$ cat config.mk
export PLATFORM = sky130hd
export DESIGN_NAME = adc_serial_rx
export DESIGN_NICKNAME = d
export VERILOG_FILES = /design/src/rtl/adc_serial_rx.sv
export SDC_FILE = /design/constraint.sdc
export NUM_CORES = 1
export LEC_CHECK = 0
export ABC_AREA = 1
export BUFFER_PORTS_ARGS = -buffer_cell sky130_fd_sc_hd__buf_2
export CELL_PAD_IN_SITES_DETAIL_PLACEMENT = 0
export CELL_PAD_IN_SITES_GLOBAL_PLACEMENT = 1
export CORE_UTILIZATION = 43
export CTS_CLUSTER_DIAMETER = 60
export DETAILED_ROUTE_END_ITERATION = 10
export PLACE_DENSITY_LB_ADDON = 0.1
export SLEW_MARGIN = 40
export SYNTH_ARGS = -nofsm -noshare
export SYNTH_HDL_FRONTEND = slang
export SYNTH_SLANG_ARGS = --single-unit
export TNS_END_PERCENT = 1
$ cat constraint.sdc
create_clock -name clk -period 1.8 [get_ports clk]
set_input_delay 0.18 -clock clk [delete_from_list [all_inputs] [get_ports clk]]
set_output_delay 0.18 -clock clk [all_outputs]
set_load 0.005 [all_outputs]
$ cat src/rtl/adc_serial_rx.sv
// Serial receiver for a 16-bit SPI-style ADC frame: drives adc_cs_n/adc_sclk from the
// divider strobes, shifts in 16 bits MSB first and presents a DATA_W-bit sample.
module adc_serial_rx #(
  parameter int HALF_CLKS = 66,
  parameter int DATA_W    = 12
) (
  input  logic              clk,
  input  logic              rst,
  input  logic              sclk_tick,
  input  logic              frame_tick,
  input  logic              sdata,
  output logic              adc_cs_n,
  output logic              adc_sclk,
  output logic [DATA_W-1:0] sample,
  output logic              sample_valid,
  output logic              frame_err,
  output logic [1:0]        dbg_state
);

  localparam int FRAME_BITS = 16;
  localparam int HW         = $clog2(HALF_CLKS + 1);

  typedef enum logic [1:0] {
    IDLE   = 2'd0,
    ACTIVE = 2'd1,
    DONE   = 2'd2
  } state_t;

  state_t                state, state_nxt;
  logic                  sdata_meta, sdata_sync;
  logic [FRAME_BITS-1:0] shift;
  logic [4:0]            bit_cnt;
  logic [HW-1:0]         half_cnt;
  logic                  fall_req;
  logic                  frame_start, rise_now, bit_tick;

  assign frame_start = sclk_tick & frame_tick;
  // rise_now marks the end of a low half-period; capture happens on that same edge.
  assign rise_now    = (state == ACTIVE) && !adc_sclk && (half_cnt == '0);
  // Ticks while a half-period is still counting or a fall is pending are dropped.
  assign bit_tick    = (state == ACTIVE) && sclk_tick && adc_sclk && !fall_req;
  assign dbg_state   = state;

  always_ff @(posedge clk or posedge rst) begin
    if (rst) begin
      sdata_meta <= 1'b0;
      sdata_sync <= 1'b0;
    end else begin
      sdata_meta <= sdata;
      sdata_sync <= sdata_meta;
    end
  end

  always_ff @(posedge clk or posedge rst) begin
    if (rst) state <= IDLE;
    else     state <= state_nxt;
  end

  always_comb begin
    state_nxt = state;
    case (state)
      IDLE:    if (frame_start) state_nxt = ACTIVE;
      ACTIVE:  if (rise_now && bit_cnt == 5'(FRAME_BITS - 1)) state_nxt = DONE;
      DONE:    state_nxt = IDLE;
      default: state_nxt = IDLE;
    endcase
  end

  // sample_valid is a one-clk strobe with no backpressure: the consumer must take
  // sample/frame_err on the cycle sample_valid is high; both then hold until the next strobe.
  always_ff @(posedge clk or posedge rst) begin
    if (rst) begin
      adc_cs_n     <= 1'b1;
      adc_sclk     <= 1'b1;
      sample       <= '0;
      sample_valid <= 1'b0;
      frame_err    <= 1'b0;
      shift        <= '0;
      bit_cnt      <= '0;
      half_cnt     <= '0;
      fall_req     <= 1'b0;
    end else begin
      sample_valid <= 1'b0;
      case (state)
        IDLE: begin
          if (frame_start) begin
            adc_cs_n <= 1'b0;
            bit_cnt  <= '0;
            shift    <= '0;
            fall_req <= 1'b1;
          end
        end
        ACTIVE: begin
          if (fall_req) begin
            adc_sclk <= 1'b0;
            half_cnt <= HW'(HALF_CLKS - 1);
            fall_req <= 1'b0;
          end else if (rise_now) begin
            adc_sclk <= 1'b1;
            shift    <= {shift[FRAME_BITS-2:0], sdata_sync};
            bit_cnt  <= bit_cnt + 5'd1;
          end else if (!adc_sclk) begin
            half_cnt <= half_cnt - HW'(1);
          end else if (bit_tick) begin
            fall_req <= 1'b1;
          end
        end
        DONE: begin
          adc_cs_n     <= 1'b1;
          sample       <= shift[DATA_W-1:0];
          frame_err    <= |shift[FRAME_BITS-1:DATA_W];
          sample_valid <= 1'b1;
        end
        default: ;
      endcase
    end
  end

endmodule

==> metrics.md <==
| Metric | Value |
|---|---|
| I/O pin total | 23 |
| Fmax | 606 MHz |
| Die H | 74.8 um |
| RSZ-0062 raised after global routing | false |
| Vias/cell | 4.65 |
| Detail Placement HPWL | 2.96 mm |
| Initial antenna violation count | 0 |
| First-pass GRT wire length | about 7.3 mm |
| Register Area | 1230 um2 |
| CP cell instances | inv_1 -> ha_1 -> nand2_1 -> nor2_2 -> nand2_2 -> nand2_4 -> nand2_4 -> nand2_1 -> nand2_1 |
| Status | finished, final reports clean |
| CTS Buffer Depth | 2 |
| Drt initial violations | 65 |
| Syn Std Cell Area | 2280 um2 |
| Cell mode on critical path | nand2_1 |
| Syn-to-layout area delta | 15.2% |
| Synth warnings | 0 |
| RR Endpoint | shift[5] |
| CP max FO | 21 |
| Total track usage | 17.5% |
| WL/cell | 11.6 um |
| Yosys cell types | 25 |
| Leakage | 1.38 nW |
| Layout Utilization | 51.4% |
| Critical path class | register to register |
| Hold path start | sclk_tick |
| Top Family by Delay on Critical Path | simple AND/OR/NAND/NOR gates |
| Clock root cell | clkbuf_8 |
| CTS clk-pin slew, worst paths | 90 ps |
| Max Cap Violations | 0 |
| Num rows | 26 |
| Reg2reg setup slack | about 150 ps |
| Final setup viols | 0 |
| Hold endpoint | fall_req |
| Crit path capture type | register |
| Layout cell share with drive strength beyond 1 | 16.6% |
| Crit share post-route | between 90% and 100% |
| Antenna-violating nets left | 0 |
| Vias in the first global route | 1590 |
| CORE AREA | 5110 um2 |
| Total wire length | 4.38 mm |
| Startpoint Class | register |
| Area of the multi-input gates | 865 um2 |
| Slew margin rel. | between 70% and 80% |
| Remaining global-route overflow | 0 |
| Min Clock Period, post-route | between 1500 and 2000 ps |
| Slew Viols, Final | 0 |
| PwrDens | around 1300 nW/um2 |
| N_diodes | 0 |
| GPL Wtd Cong | about 0.76 |
| R2R Path Start | half_cnt[0] |
| Drc violations | 0 |
| Final nets | around 310 |
| Total number of vias | about 1800 |
| Per-instance average area after synthesis | 8.20 um2 |
| Slowest stage cell, crit path | dfrtp_1 |
| Max rail drop VDD | 0.596 mV |
| Mapped Cells | 278 |
| Die Width | 74.8 um |
| R2R depth | 9 |
| Worst clock skew | 9.94 ps |
| Sink Count | 49 |
| Final hold violation count | 0 |
| CTS tree | done |
| Port Buffer Count | 22 |
| Setup TNS | 0 ps |
| CP max stage delay | 390 ps |
| Hold Crit Class | input pin to register |
| Worst path required time | 2000 ps |
| Syn_nets | 286 |
| Sequential area share after synthesis | 53.9% |
| Fillers | 515 |
| Total CTS buffers | 5 |
| H-Tree Level Count | 2 |
| Largest net degree at the start of global routing | 50 |
| CP arrival | 1850 ps |
| WP buf/inv | 1 |
| Die area | 5600 um2 |
| Worst Tran Pin Value | 323 ps |
| DR pass1 iterations | 4 |
| FF+latch count, synth | 49 |
| Initial Utilization | 44.7% |
| Clk_lat worst skew | slightly above 300 ps |
| WHS Path Cells | 3 |
## report_power, final
group / switching (mW) / internal [mW] / leakage (nW)
registers: 0.192 / 1.34 / 0.650
clock network: 0.375 / 0.417 / 0.0554
logic: 0.754 / 0.432 / 0.671
## synth_stat cells, drive strengths merged
cell,instances,share of area [%]
nand2,85,15
dfrtp,47,52
nor2,38,7.1
inv,34,5.6
nand3,29,6.4
o21ai,18,3.9
buf,7,2.5
a21oi,3,0.82
clkbuf,3,0.49
ha,3,1.6
xor2,3,1.2
dfstp,2,2.3
nand4,2,0.55
a31oi,1,0.27
nor3,1,0.22
nor3b,1,0.33
o22ai,1,0.27
## layout make-up
type / instances / area share [%]
Multi-Input combinational cell: 185 / 32.9
Clock inverter: 2 / 1.48
Sequential cell: 49 / 46.8
Inverter: 34 / 4.86
Tap cell: 70 / 3.33
Timing Repair Buffer: 31 / 7.90
Clock buffer: 6 / 2.76
## layout by cell type (no fill, tap or decap)
cell,n
nand2_1,81
dfrtp_1,47
nor2_1,34
inv_1,30
nand3_1,29
buf_2,22
o21ai_0,18
clkbuf_8,5
buf_4,5
inv_2,4
xor2_1,3
ha_1,3
nor2_2,2
nand2_2,2
nor2_4,2
nand4_1,2
nand2_4,2
a21oi_1,2
dfstp_2,2
dlygate4sd3_1,2
buf_12,2
o22ai_1,1
a21oi_4,1
nor3b_1,1
nor3_1,1
a31oi_1,1
clkinv_4,1
bufinv_16,1
clkbuf_1,1
## per-layer routing
| metal | vias to the layer above | wire length [um] | GRT usage (%) |
|---|---|---|---|
| met5 | - | 0 | 0 |
| met4 | 0 | 65 | 6.29 |
| met3 | 8 | 104 | 4.02 |
| met2 | 21 | 2020 | 28.5 |
| met1 | 798 | 2190 | 22.9 |
| li1 | 925 | - | - |
## logic make-up (layout without fill, tap and decap cells)
family	after synthesis	count (layout)	share of synthesized area, %
fa+ha+maj	3	3	1.65
compound gates	23	23	5.32
simple gates	156	156	29.5
xor+xnor	3	3	1.15
flops	49	49	53.9
buf+inv	44	73	8.56
## metrics by stage
| stage | cell area [um2] | instances | power [mW] | setup WS (ps) | hold slack, ps |
|---|---|---|---|---|---|
| after CTS | 2620 | 377 | 3.54 | 149 | 144 |
| after detailed placement | 2490 | 367 | 2.73 | 163 | 249 |
| final | 2630 | 377 | 3.51 | 151 | 150 |
| after floorplan | 2280 | 278 | 2.47 | 360 | 211 |
| after global placement | 2490 | 367 | 2.71 | 197 | 247 |
| after global routing | 2630 | 377 | 3.78 | 13.5 | 175 |
## how the worst max path moves through the flow
stage | from | end | slack (ps) | depth (start not counted)
floorplan | half_cnt[0] | bit_cnt[0] | 360 | 10
global placement | half_cnt[0] | shift[12] | 200 | 9
detailed placement | half_cnt[0] | half_cnt[5] | 160 | 7
CTS | half_cnt[0] | half_cnt[5] | 150 | 7
global route | half_cnt[0] | shift[3] | 10 | 9
finish | half_cnt[0] | shift[5] | 150 | 9
## tightest hold or removal path: cells and delay by family
family	cells	cell delay, ps
compound gates	1	60
buf+inv	1	100
simple gates	1	70
## flip-flops by register name, indices dropped and copies added, names as in the netlist
signal and flops:
frame_err 1, shift 16, sdata_meta 1, half_cnt 7, fall_req 1, adc_cs_n 1
adc_sclk 1, sample 12, dbg_state 2, sample_valid 1, bit_cnt 5, sdata_sync 1
## what timing repair did
item	in CTS	in global routing
hold endpoints to repair	48	0
resized for setup	0	1
buffers inserted	0	0
setup endpoints to repair	0	3
hold buffers	2	0
Power figures use the tool's default switching activity.
